### config.mk
export PLATFORM = sky130hd
export DESIGN_NAME = pipe_ctrl
export DESIGN_NICKNAME = d
export VERILOG_FILES = /design/src/rtl/pipe_ctrl.sv
export SDC_FILE = /design/constraint.sdc
export NUM_CORES = 1
export LEC_CHECK = 0
export ABC_CLOCK_PERIOD_IN_PS = 3660
export CORE_MARGIN = 2
export CORE_UTILIZATION = 35
export CTS_BUF_LIST = sky130_fd_sc_hd__clkbuf_4 sky130_fd_sc_hd__clkbuf_8
export CTS_CLUSTER_SIZE = 30
export DETAILED_ROUTE_END_ITERATION = 7
export DONT_BUFFER_PORTS = 1
export PLACE_DENSITY = 0.52
export SYNTH_ARGS = -nofsm -noshare
export SYNTH_HDL_FRONTEND = slang
export SYNTH_SLANG_ARGS = --single-unit
export TNS_END_PERCENT = 100
### constraint.sdc
create_clock -name clk -period 3.66 [get_ports clk]
set_input_delay 0.915 -clock clk [delete_from_list [all_inputs] [get_ports clk]]
set_output_delay 0.915 -clock clk [all_outputs]
set_load 0.02 [all_outputs]
### src/rtl/pipe_ctrl.sv
// Pipeline stall/flush controller: merges stall requests, sequences exception flushes and holds the front end during refill.
// Optional performance counters are enabled with `define PIPE_CTRL_PERF_EN.
module pipe_ctrl #(
  parameter int unsigned REFILL_CYCLES = 2,
  parameter logic [31:0] EXC_VECTOR    = 32'hBFC0_0380
) (
  input  logic        clk,
  input  logic        rst,
  input  logic        stallreq_for_load,
  input  logic        stallreq_for_cp0,
  input  logic        stallreq_for_bru,
  input  logic        stallreq_for_fifo,
  input  logic        stallreq_for_ex,
  input  logic [31:0] excepttype_i,
  input  logic [31:0] cp0_epc_i,
  output logic [5:0]  stall,
  output logic        flush,
  output logic [31:0] new_pc,
`ifdef PIPE_CTRL_PERF_EN
  output logic [31:0] perf_load_o,
  output logic [31:0] perf_bru_o,
  output logic [31:0] perf_fifo_o,
  output logic [31:0] perf_ex_o,
`endif
  output logic        busy_o
);

  typedef enum logic [1:0] {RUN, FLUSH, REFILL} state_e;

  localparam logic [3:0]  REFILL_LOAD = 4'(REFILL_CYCLES - 1);
  localparam logic [31:0] ERET_CODE   = 32'h0000_000E;

  state_e      state_q, state_d;
  logic [3:0]  cnt_q, cnt_d;
  logic        flush_q;
  logic [31:0] new_pc_q, new_pc_d;

  function automatic logic [5:0] stall_merge(input logic ex, input logic ld_cp0, input logic bru_fifo);
    if (ex)            return 6'b001111;
    else if (ld_cp0)   return 6'b000111;
    else if (bru_fifo) return 6'b000011;
    else               return 6'b000000;
  endfunction

  always_comb begin
    state_d  = state_q;
    cnt_d    = cnt_q;
    new_pc_d = new_pc_q;
    stall    = 6'b000000;
    case (state_q)
      RUN: begin
        stall = stall_merge(stallreq_for_ex, stallreq_for_load | stallreq_for_cp0,
                            stallreq_for_bru | stallreq_for_fifo);
        if (excepttype_i != 32'h0) begin
          state_d  = FLUSH;
          new_pc_d = (excepttype_i == ERET_CODE) ? cp0_epc_i : EXC_VECTOR;
        end
      end
      FLUSH: begin
        cnt_d   = REFILL_LOAD;
        state_d = REFILL;
      end
      REFILL: begin
        // MEM only carries bubbles here, so exceptions cannot arrive; only EX busy can widen the stall.
        stall = stallreq_for_ex ? 6'b001111 : 6'b000011;
        if (cnt_q == 4'd0) state_d = RUN;
        else               cnt_d   = cnt_q - 4'd1;
      end
      default: state_d = RUN;
    endcase
  end

  always_ff @(posedge clk) begin
    if (rst) begin
      state_q  <= RUN;
      cnt_q    <= 4'd0;
      flush_q  <= 1'b0;
      new_pc_q <= 32'h0;
    end else begin
      state_q  <= state_d;
      cnt_q    <= cnt_d;
      flush_q  <= (state_d == FLUSH);
      new_pc_q <= new_pc_d;
    end
  end

  assign flush  = flush_q;
  assign new_pc = new_pc_q;
  assign busy_o = (state_q != RUN);

`ifdef PIPE_CTRL_PERF_EN
  logic [31:0] perf_load_q, perf_bru_q, perf_fifo_q, perf_ex_q;
  logic        run_c, win_ex, win_load, win_low;

  function automatic logic [31:0] sat_inc(input logic [31:0] v, input logic en);
    return (en && v != 32'hFFFF_FFFF) ? v + 32'd1 : v;
  endfunction

  // Only the winning priority tier is charged; cp0 has no counter of its own but still outranks bru/fifo.
  assign run_c    = (state_q == RUN);
  assign win_ex   = run_c & stallreq_for_ex;
  assign win_load = run_c & ~stallreq_for_ex & stallreq_for_load;
  assign win_low  = run_c & ~stallreq_for_ex & ~stallreq_for_load & ~stallreq_for_cp0;

  always_ff @(posedge clk) begin
    if (rst) begin
      perf_load_q <= 32'h0;
      perf_bru_q  <= 32'h0;
      perf_fifo_q <= 32'h0;
      perf_ex_q   <= 32'h0;
    end else begin
      perf_load_q <= sat_inc(perf_load_q, win_load);
      perf_bru_q  <= sat_inc(perf_bru_q, win_low & stallreq_for_bru);
      perf_fifo_q <= sat_inc(perf_fifo_q, win_low & stallreq_for_fifo);
      perf_ex_q   <= sat_inc(perf_ex_q, win_ex);
    end
  end

  assign perf_load_o = perf_load_q;
  assign perf_bru_o  = perf_bru_q;
  assign perf_fifo_o = perf_fifo_q;
  assign perf_ex_o   = perf_ex_q;
`endif

endmodule

==> metrics.csv <==
metric,value,unit
status,"finished, final reports clean",
setup_viol,0,
worstSetupEndpointType,output pin,
dr_total_vias,1738,
tns,0,ns
peakVddDrop,155.9,uV
cp.depth,3,
n_fill_cell,576,
clk_pin_slew_worst_paths,0.07,ns
routed_via_density,6.056,
syn-cell-area,0.001962,mm^2
firstDrtPassIters,4,
wirelength,5237,um
layout.area.seq,780.7,um^2
grt_max_degree,29,
r2r_start,state_q[1],
worstPathMaxFanout,23,
placementRows,27,
cts_resized,0,
insertion_delay,0.29,ns
dpl.cell_count,279,
dp_slack,1.064,ns
num_io_pins,111,
fin_crit,2.882,ns
syn_to_final_growth,4.082,%
fin_nets,286,
power.leakage,0.7126,nW
cts_buffers,5,
cp_num_buf_inv,1,
yosysUniqueCellTypes,36,
finClkSkew,0.01279,ns
synth_cells,231,
die_x,78.87,um
slew_headroom,0.4381,
antenna_found_initial,0,
crit_path_max_incr_delay,0.46,ns
grt_pass1_wl,8238,um
yosys_register_bits,39,
place_area,0.001924,mm^2
cp_slowest_cell,o21bai_1,
worst_r2r_endpoint,new_pc[7],
finalHoldViolCount,0,
portBuffers,0,
syn_avg_cell_area,8.493,um^2
r2r_cells,4,
crit_chain,nor2_4 > inv_2 > o21bai_1,
fin_ws,0.7783,ns
period_share,0.7873,
maxCapViolCount,0,
core_area,0.005473,mm^2
multi_input_area,0.001008,mm^2
cp.required,2.74,ns
maxSlewViolCount,0,
initial_core_util,0.3585,
drc,0,
critPathTopFamily,compound AO/OA/AOI/OAI gates,
ant_nets,0,
cp-start-kind,flop,
yosys_warnings,0,
n_antenna_cell,0,
hold_buffers,0,
avgRoutedWirePerCell,18.25,um
cts_tree,done,
grt_use_total,0.1681,
final_common_cell,dfxtp_1,
final_cell_area,0.002042,mm^2
mostFrequentLayoutCells,"39 x dfxtp_1, 22 x nand2_1, 21 x and3_1, 21 x a31oi_1",
cts-root-buf,clkbuf_8,
arrival,1.97,ns
fin_util,0.3731,
cts_sinks,39,
final_cell_count_no_fill,287,
worstMarginPinSlew,0.8456,ns
place_congestion,0.7128,
clockBufferDepth,2,
cts.htree.levels,2,
dr.first_iter.drc_count,76,
path_class,reg -> out,
dieArea,0.006220,mm^2
fp.dieH,78.87,um
r2r_slack,1.71,ns
dp_hpwl,3590,um
p_total,0.9514,mW
grt_overflow_total,0,
powerDensity,465.9,mW/mm^2
hold_slack,0.5342,ns
crit_end,stall[2],
fmax,347.0,MHz
rsz0062_at_grt,no,
drive_gt1_frac,0.08837,
cp-startpoint,state_q[1],
grt_pass1_vias,1609,
postCtsSetupBuffers,0,
seq_area_frac_synth,0.3980,
min_from,cnt_q[0],
hp-class,reg -> reg,
-- power breakdown --
group	internal [mW]	switching [mW]
clock network	0.221	0.158
logic	0.0308	0.0617
registers	0.444	0.0366
total	0.695	0.256
-- cell families (layout without fill, tap and decap cells) --
family | Yosys count | count (layout) | synth area share
compound gates | 42 | 42 | 0.1760
fa+ha+maj | 1 | 1 | 0.006377
buf+inv | 34 | 17 | 0.08992
flops | 39 | 39 | 0.3980
mux | 1 | 1 | 0.005739
other cells | 1 | 2 | 0.001911
simple gates | 113 | 113 | 0.3221
-- cell type report --
type | count | area share
Clock buffer | 6 | 0.04044
Multi-Input combinational cell | 159 | 0.4939
Timing Repair Buffer | 3 | 0.01103
Sequential cell | 39 | 0.3824
Inverter | 6 | 0.01103
Tap cell | 72 | 0.04412
Clock inverter | 2 | 0.01716
-- routing by layer --
metal  routed length [um]  part of all wire  track usage  vias up
li1                     -                 -            -      829
met1                 2295              0.44       0.2049      824
met2                 2496              0.48       0.2855       80
met3                  402             0.077      0.05114        5
met4                   43            0.0082      0.05000        0
met5                    0                 0            0        -
-- synthesized netlist by cell type, drive strengths merged --
library cell,n,share of area
dfxtp,39,0.40
a31oi,22,0.078
nand2,22,0.042
and3,21,0.067
nand4,21,0.075
nand3,20,0.051
buf,16,0.055
clkbuf,12,0.023
o221a,12,0.069
nor2,9,0.021
nor4,8,0.026
inv,6,0.011
nor3,4,0.013
and2,3,0.0096
and4,2,0.0089
nor2b,2,0.0064
a211oi,1,0.0038
a21oi,1,0.0025
a32oi,1,0.0045
conb,1,0.0019
ha,1,0.0064
mux2,1,0.0057
nand2b,1,0.0032
o21ai,1,0.0025
o21bai,1,0.0038
o22ai,1,0.0032
o311a,1,0.0051
o31ai,1,0.0038
-- sequential cells by signal, indices dropped and copies added, names as in the netlist --
signal	count
state_q	2
flush	1
new_pc	32
cnt_q	4
-- worst min-delay path by stage --
stage / endpoint / slack (ns) / depth (start not counted)
6_report: cnt_q[0] / 0.53 / 1
5_1_grt: cnt_q[0] / 0.57 / 1
4_1_cts: cnt_q[0] / 0.53 / 1
3_5_place_dp: cnt_q[0] / 0.52 / 1
3_3_place_gp: cnt_q[0] / 0.52 / 1
2_1_floorplan: cnt_q[0] / 0.49 / 1
Power figures use the tool's default switching activity.
